--- src/rtl/riscv_pkg.sv ---
// Shared constants for the RISC-V core: default widths, the flush NOP and
// the fetch-controller state encoding.
package riscv_pkg;
    localparam int          XLEN_DEFAULT = 32;
    localparam logic [31:0] NOP_INSTR    = 32'h0000_0013;

    localparam logic [1:0] FS_REQ  = 2'd0;
    localparam logic [1:0] FS_WAIT = 2'd1;
    localparam logic [1:0] FS_HOLD = 2'd2;
    localparam logic [1:0] FS_DROP = 2'd3;
endpackage

--- src/rtl/fetch_ctrl_fsm.sv ---
// Fetch sequencing: one outstanding instruction-memory request, stall hold
// buffer control and redirect flush/drop handling.
//
//   state   | meaning
//   FS_REQ  | request presented at pc, waiting for grant
//   FS_WAIT | request granted, waiting for read data
//   FS_HOLD | data captured in hold buffer while IF/ID is stalled
//   FS_DROP | redirected while a request is outstanding; discard its data
module fetch_ctrl_fsm
    import riscv_pkg::*;
(
    input  logic clk,
    input  logic reset,
    input  logic stall,
    input  logic redirect,
    input  logic imem_gnt,
    input  logic imem_rvalid,
    output logic imem_req,
    output logic deliver,
    output logic deliver_buf,
    output logic flush,
    output logic take_inflight,
    output logic take_buf
);

    logic [1:0] state_q;
    logic [1:0] state_d;

    always_ff @(posedge clk) begin
        if (reset) state_q <= FS_REQ;
        else       state_q <= state_d;
    end

    always_comb begin
        state_d = state_q;
        if (redirect) begin
            case (state_q)
                FS_REQ:  state_d = imem_gnt    ? FS_DROP : FS_REQ;
                FS_WAIT: state_d = imem_rvalid ? FS_REQ  : FS_DROP;
                FS_HOLD: state_d = FS_REQ;
                default: state_d = imem_rvalid ? FS_REQ  : FS_DROP;
            endcase
        end else begin
            case (state_q)
                FS_REQ:  state_d = imem_gnt ? FS_WAIT : FS_REQ;
                FS_WAIT: if (imem_rvalid) state_d = stall ? FS_HOLD : FS_REQ;
                FS_HOLD: state_d = stall ? FS_HOLD : FS_REQ;
                default: state_d = imem_rvalid ? FS_REQ : FS_DROP;
            endcase
        end
    end

    // Everything is masked while reset is high so nothing leaves the stage.
    always_comb begin
        imem_req      = 1'b0;
        deliver       = 1'b0;
        deliver_buf   = 1'b0;
        flush         = 1'b0;
        take_inflight = 1'b0;
        take_buf      = 1'b0;
        if (!reset) begin
            flush = redirect;
            case (state_q)
                FS_REQ: begin
                    imem_req      = 1'b1;
                    take_inflight = imem_gnt;
                end
                FS_WAIT: begin
                    if (imem_rvalid && !redirect) begin
                        take_buf = stall;
                        deliver  = !stall;
                    end
                end
                FS_HOLD: begin
                    deliver     = !stall && !redirect;
                    deliver_buf = !stall && !redirect;
                end
                default: ;
            endcase
        end
    end

endmodule

--- src/rtl/fetch_unit.sv ---
// Instruction-fetch stage: owns the PC, the in-flight request PC and the
// stall hold buffer, and drives the IF/ID register load.
module fetch_unit
    import riscv_pkg::*;
#(
    parameter int          XLEN     = XLEN_DEFAULT,
    parameter logic [XLEN-1:0] RESET_PC = '0,
    parameter logic [31:0] NOP      = NOP_INSTR
) (
    input  logic            clk,
    input  logic            reset,
    input  logic            stall,
    input  logic            redirect,
    input  logic [XLEN-1:0] redirect_pc,
    output logic            imem_req,
    output logic [XLEN-1:0] imem_addr,
    input  logic            imem_gnt,
    input  logic            imem_rvalid,
    input  logic [31:0]     imem_rdata,
    output logic            if_id_load,
    output logic [XLEN-1:0] if_id_pc,
    output logic [31:0]     if_id_instr,
    output logic            if_id_valid
);

    logic [XLEN-1:0] pc_q;
    logic [XLEN-1:0] inflight_q;
    logic [31:0]     buf_q;
    logic            deliver;
    logic            deliver_buf;
    logic            flush;
    logic            take_inflight;
    logic            take_buf;

    fetch_ctrl_fsm u_ctrl (
        .clk          (clk),
        .reset        (reset),
        .stall        (stall),
        .redirect     (redirect),
        .imem_gnt     (imem_gnt),
        .imem_rvalid  (imem_rvalid),
        .imem_req     (imem_req),
        .deliver      (deliver),
        .deliver_buf  (deliver_buf),
        .flush        (flush),
        .take_inflight(take_inflight),
        .take_buf     (take_buf)
    );

    always_ff @(posedge clk) begin
        if (reset) begin
            pc_q       <= RESET_PC;
            inflight_q <= '0;
            buf_q      <= '0;
        end else begin
            if (redirect)     pc_q <= {redirect_pc[XLEN-1:2], 2'b00};
            else if (deliver) pc_q <= inflight_q + XLEN'(4);
            if (take_inflight) inflight_q <= pc_q;
            if (take_buf)      buf_q      <= imem_rdata;
        end
    end

    assign imem_addr   = pc_q;
    assign if_id_load  = deliver | flush;
    assign if_id_valid = deliver;
    assign if_id_pc    = deliver ? inflight_q : '0;
    assign if_id_instr = deliver ? (deliver_buf ? buf_q : imem_rdata) : NOP;

endmodule

--- config.mk ---
export PLATFORM = sky130hd
export DESIGN_NAME = fetch_unit
export DESIGN_NICKNAME = d
export VERILOG_FILES = /design/src/rtl/riscv_pkg.sv /design/src/rtl/fetch_ctrl_fsm.sv /design/src/rtl/fetch_unit.sv
export SDC_FILE = /design/constraint.sdc
export NUM_CORES = 1
export LEC_CHECK = 0
export ABC_AREA = 1
export CAP_MARGIN = 20
export CORE_MARGIN = 2
export CORE_UTILIZATION = 50
export DETAILED_ROUTE_END_ITERATION = 16
export DONT_BUFFER_PORTS = 1
export GPL_ROUTABILITY_DRIVEN = 0
export PLACE_DENSITY = 0.68
export SLEW_MARGIN = 20
export SYNTH_ARGS = -nofsm -noshare
export SYNTH_HDL_FRONTEND = slang
export SYNTH_HIERARCHICAL = 1
export SYNTH_SLANG_ARGS = --single-unit
--- constraint.sdc ---
create_clock -name clk -period 1.8 [get_ports clk]
set_input_delay 0.18 -clock clk [delete_from_list [all_inputs] [get_ports clk]]
set_output_delay 0.18 -clock clk [all_outputs]
set_load 0.01 [all_outputs]
==> Yosys cells after proc, flatten, opt, wreduce, memory -nomap -nowiden <==
Cells that the tools add are included.
{ "totals": {"ff_bits": 98, "latchBits": 0, "ram_bits": 0, "romBits": 0, "inputBits": 70, "out_inout_bits": 99, "memories": 0} }
{ "classes": {"n_addsub": 1, "multipliers": 0, "div_mod_pow": 0, "magnitude_cmp": 0, "n_eq_ne": 3, "shift": 0, "n_mux": 26, "n_bitwise": 1, "reduce_logical": 7} }
{ "ops": {"columns": ["operator", "n"], "rows": [
  ["32-bit 2-to-1 mux", 5],
  ["32-bit by 3-bit adder with 32-bit output, second input constant", 1],
  ["1-bit 2-to-1 mux", 13],
  ["2-bit 2-to-1 mux", 5],
  ["2-bit case mux with 3 select lines", 1],
  ["2-bit case mux with 2 select lines", 1],
  ["3-bit != test, second input constant", 1],
  ["2-bit by 1-bit == test with 1-bit output, second input constant", 1],
  ["2-bit == test, second input constant", 1],
  ["1-bit logical AND", 2],
  ["1-bit zero test", 2],
  ["2-bit zero test", 1],
  ["1-bit case mux with 2 select lines", 1],
  ["2-bit nonzero test", 1],
  ["2-bit OR reduction", 1],
  ["1-bit bitwise OR", 1]
]} }

==> Depth between registers and ports, before layout <==
{ "logic_depth": {"word_depth": 7, "depth_mapped": 10, "ltp_nobuf": 10} }

==> Cells and area by module <==
The synthesis kept the hierarchy.
{ "modules_own_cells": {"columns": ["mod", "n_inst", "cells_each", "area_per_inst_um2", "seq_area_each_um2"], "rows": [
  ["fetch_unit", 1, 781, 4923.5, 1921.8],
  ["fetch_ctrl_fsm", 1, 47, 281.5, 40.0]
]} }

==> Least setup slack after synthesis <==
No wires, ideal clock.
{ "synth_path": {"path_type": "register to output", "startpoint": "register u_ctrl.state_q[0]", "endpoint": "output if_id_instr[14]", "t_arrival_ns": 1.896, "t_required_ns": 1.620, "setup_slack_ns": -0.276, "stages_incl_launch_ff": 8, "n_path_buf": 2, "path_cell_list": "dfxtp_1 > inv_1 > ha_1 > a21boi_1 > clkbuf_1 > clkbuf_1 > o21ai_0 > nor2_1"} }
{ "synth_between": {"elab_cells_between_ends": 8} }
{ "synth_rtl": {"columns": ["item", "line_no", "source"], "rows": [
  ["start, declared", "fetch_ctrl_fsm.sv:26", "logic [1:0] state_q;"],
  ["start signal, assigned", "fetch_ctrl_fsm.sv:31", "else state_q <= state_d;"],
  ["2-bit == test / 2-bit by 1-bit == test with 1-bit output (equally long branches)", "fetch_ctrl_fsm.sv:63", "case (state_q)"],
  ["1-bit case mux with 2 select lines (*)", "fetch_ctrl_fsm.sv:63", null],
  ["1-bit 2-to-1 mux (*)", "fetch_ctrl_fsm.sv:61", "if (!reset) begin"],
  ["named net if_id_valid", "fetch_unit.sv:23", "output logic if_id_valid"],
  ["32-bit 2-to-1 mux (*)", "fetch_unit.sv:67", "assign if_id_instr = deliver ? (deliver_buf ? buf_q : imem_rdata) : NOP;"],
  ["end, declared", "fetch_unit.sv:22", "output logic [31:0] if_id_instr,"]
]} }
The timed path passes the listed nets; every way through them passes the cells marked *.

==> Final worst setup path <==
{ "layout_path": {"startpoint": "register u_ctrl.state_q[0]", "endpoint": "output if_id_instr[23]"} }
{ "layout_between": {"elab_chain_cells": 5, "elab_cells_between_ends": 8} }
{ "layout_rtl": {"columns": ["item", "line_no"], "rows": [
  ["2-bit == test", "fetch_ctrl_fsm.sv:63"],
  ["1-bit 2-to-1 mux", "fetch_ctrl_fsm.sv:63"],
  ["1-bit 2-to-1 mux", "fetch_ctrl_fsm.sv:61"],
  ["32-bit 2-to-1 mux", "fetch_unit.sv:67"],
  ["32-bit 2-to-1 mux (*)", "fetch_unit.sv:67"]
]} }
Every way passes the cells marked *; elsewhere a longest branch is shown, timed or not.

==> flow_metrics.env <==
export IMPL_outcome="finished with violations"
export IMPL_violations="negative setup slack"
export IMPL_clk_pin_slew_ns=0.10
export IMPL_synth_nets=903
export IMPL_dp_hpwl_mm=10.2
export IMPL_relSlewSlack_pct=76.1
export IMPL_end_kind="output pin"
export IMPL_path_delay_family="buffers and inverters"
export IMPL_layout_drive_gt1_share_pct=25.9
export IMPL_cts_buffer_depth=2
export IMPL_muxShareOfSynthArea_pct=0
export IMPL_grt_max_degree=36
export IMPL_cts_tree="built"
export IMPL_yosys_area_share_adder_pct=1.20
export IMPL_arrival_ns=2.05
export IMPL_cap_violations=0
export IMPL_cts_root_buf="clkbuf_8"
export IMPL_syn_avg_cell_area_sq_um=6.29
export IMPL_period_share_pct=124
export IMPL_antenna_found_initial=0
export IMPL_cpPeakStageDelay_ns=0.37
export IMPL_max_freq_mhz=449
export IMPL_boundaryPins=169
export IMPL_grtUsageTotal_pct=29.5
export IMPL_routed_wl_mm=17.7
export IMPL_clock_sinks=98
export IMPL_cp_required_ns=1.62
export IMPL_tightest_slew_ns=0.357
export IMPL_synth_edff_count=0
export IMPL_finalWorstSetupSlack_ns=-0.427
export IMPL_synth_cell_types=29
export IMPL_rsz0062_at_grt="yes"
export IMPL_first_global_vias=5633
export IMPL_synthArstFlopShare_pct=0
export IMPL_startpoint_type="flip-flop"
export IMPL_critPathBufInv=4
export IMPL_synth_top_family_by_area="simple AND/OR/NAND/NOR gates"
export IMPL_synth_compound_area_share_pct=19.0
export IMPL_hold_viol=0
export IMPL_drv_slew=0
export IMPL_gr_total_overflow=0
export IMPL_cpMostUsedCell="buf_12"
export IMPL_synth_xor_area_share_pct=0.168
export IMPL_h_tree_depth=3
export IMPL_start_util_pct=50.9
export IMPL_tns_ns=-32.59
export IMPL_core_area_sq_mm=0.0102
export IMPL_synthSimpleGateAreaFrac_pct=32.5
export IMPL_synthCells=828
export IMPL_layout_commonest_cell="nand2_1"
export IMPL_clk_latency_ns=0.37
export IMPL_report_power_total_mw=4.35
export IMPL_wire_per_inst_um=17.3
export IMPL_drt_iter0_drc=363
export IMPL_min_period_ns=2.23
export IMPL_diodes=0
export IMPL_yosysSeqAreaShare_pct=37.7
export IMPL_cts_buffers=9
export IMPL_path_cells="inv_4 > ha_4 > nand4_1 > a21boi_4 > buf_12 > buf_12 > buf_16 > o21ai_2 > nor2_2"
export IMPL_synth_area_sq_mm=0.00520
export IMPL_vias_per_cell=5.60
export IMPL_numPortBuffers=0
export IMPL_fin_skew_ns=0.0111
export IMPL_ir_drop_mv=0.341
export IMPL_ant_nets=0
export IMPL_grt_first_pass_wirelength_mm=26.7
export IMPL_vias=5737
export IMPL_synth_main_ff_cell="dfxtp_1"
export IMPL_crit_type="reg2out"
export IMPL_finalSetupViolations=96
export IMPL_leakagePower_nw=2.92
export IMPL_die_width_um=106
export IMPL_dr_pass1_iters=7
export IMPL_power_density_mw_per_mm2=617
export IMPL_yosys_warnings=6
export IMPL_crit_slowest_cell="dfxtp_4"
export IMPL_die_h_um=106
export IMPL_dieArea_sq_mm=0.0112
export IMPL_final_nets=960
export IMPL_drc=0
export IMPL_crit_fanout=7
export IMPL_layout_common_cells="152 x nand2_1, 131 x nor2_1, 96 x dfxtp_1"
export IMPL_hold_path_class="in2reg"
export IMPL_ys_ff_latch=98
export IMPL_rows=37
export IMPL_layout_area_overhead_vs_synth_pct=35.6
## per-layer routing
layer | up-vias | global-route usage [%] | share of wire (%)
li1 | 2763 | - | -
met3 | 56 | 5.52 | 7.0
met1 | 2649 | 33.2 | 39
met2 | 269 | 54.5 | 51
met4 | 0 | 12.0 | 3.5
met5 | - | 0 | 0
## power breakdown
part | internal (mW) | switching, mW
clock network | 0.494 | 0.781
registers | 2.28 | 0.149
logic | 0.299 | 0.347
total | 3.08 | 1.28
## registers in the layout, summed over array words and instances, names as in the netlist
signal / flops
u_ctrl/state_q: 2
buf_q: 32
inflight_q: 32
imem_addr: 32
## cells in the mapped netlist (5+ instances only)
cell,n,area share [%]
nor2_1,188,14
nand2_1,154,11
o21ai_0,102,9.8
dfxtp_1,98,38
inv_1,81,5.8
a21oi_1,49,4.7
nand3_1,46,4.4
clkbuf_1,39,2.8
a22oi_1,23,3.3
a31oi_1,6,0.72
nor2_2,6,0.72
ha_1,5,1.2
nand2_2,5,0.60
## worst register-to-register path, delay by kind of cell, from the launching register on
kind	cells	cell delay, ns
simple gates	3	0.21
flops	1	0.38
fa+ha+maj	1	0.23
compound gates	2	0.25
buf+inv	9	1.01
## logic make-up (layout without fill, tap and decap cells)
logic type | count (synthesis) | in the layout
simple gates | 412 | 412
compound gates | 184 | 184
buf+inv | 128 | 189
flops | 98 | 98
fa+ha+maj | 5 | 5
xor+xnor | 1 | 1
## worst paths after layout
| kind | from | end | slack, ns | depth (start not counted) |
|---|---|---|---|---|
| worst min-delay path | redirect_pc[18] | imem_addr[18]$_SDFFE_PP0P_ | 0.004 | 2 |
| worst max-delay path | u_ctrl/state_q[0]$_SDFFE_PP0P_ | if_id_instr[23] | -0.43 | 9 |
| worst max register to register | u_ctrl/state_q[0]$_SDFFE_PP0P_ | imem_addr[3]$_SDFFE_PP0P_ | -0.38 | 15 |
| worst min register to register | buf_q[24]$_SDFFE_PP0P_ | buf_q[24]$_SDFFE_PP0P_ | 0.51 | 2 |
## metrics by stage
stage | hold slack, ns | utilization [%] | setup slack [ns] | cell area (sq um) | std cells
final | 0.00421 | 69.0 | -0.427 | 7060 | 1025
after global routing | 0.0115 | 69.0 | -0.494 | 7060 | 1025
after CTS | 0.00333 | 65.4 | -0.321 | 6700 | 1018
after detailed placement | 0.256 | 53.4 | -0.136 | 5470 | 945
after global placement | 0.254 | 53.4 | -0.0864 | 5470 | 945
after floorplan | 0.315 | - | 0.00364 | 5220 | 828
## cell type report
class,count,area [sq um]
multi-input cells,602,3250
clock buffers,12,135
fillers,834,3180
flip-flops and latches,98,1970
inverters,84,342
well taps,136,170
repair buffers,90,1180
clock inverters,3,17.5
## what timing repair did
item                                   4_1_cts  5_1_grt
endpoints found under the hold margin       60        0
buffers inserted                            12        4
resized for setup                          125      110
pin swaps                                   35       24
gates cloned                                 7        4
hold buffers                                40        0
setup endpoints to repair                  124      129
No activity file was read; power rests on OpenSTA's default activity.
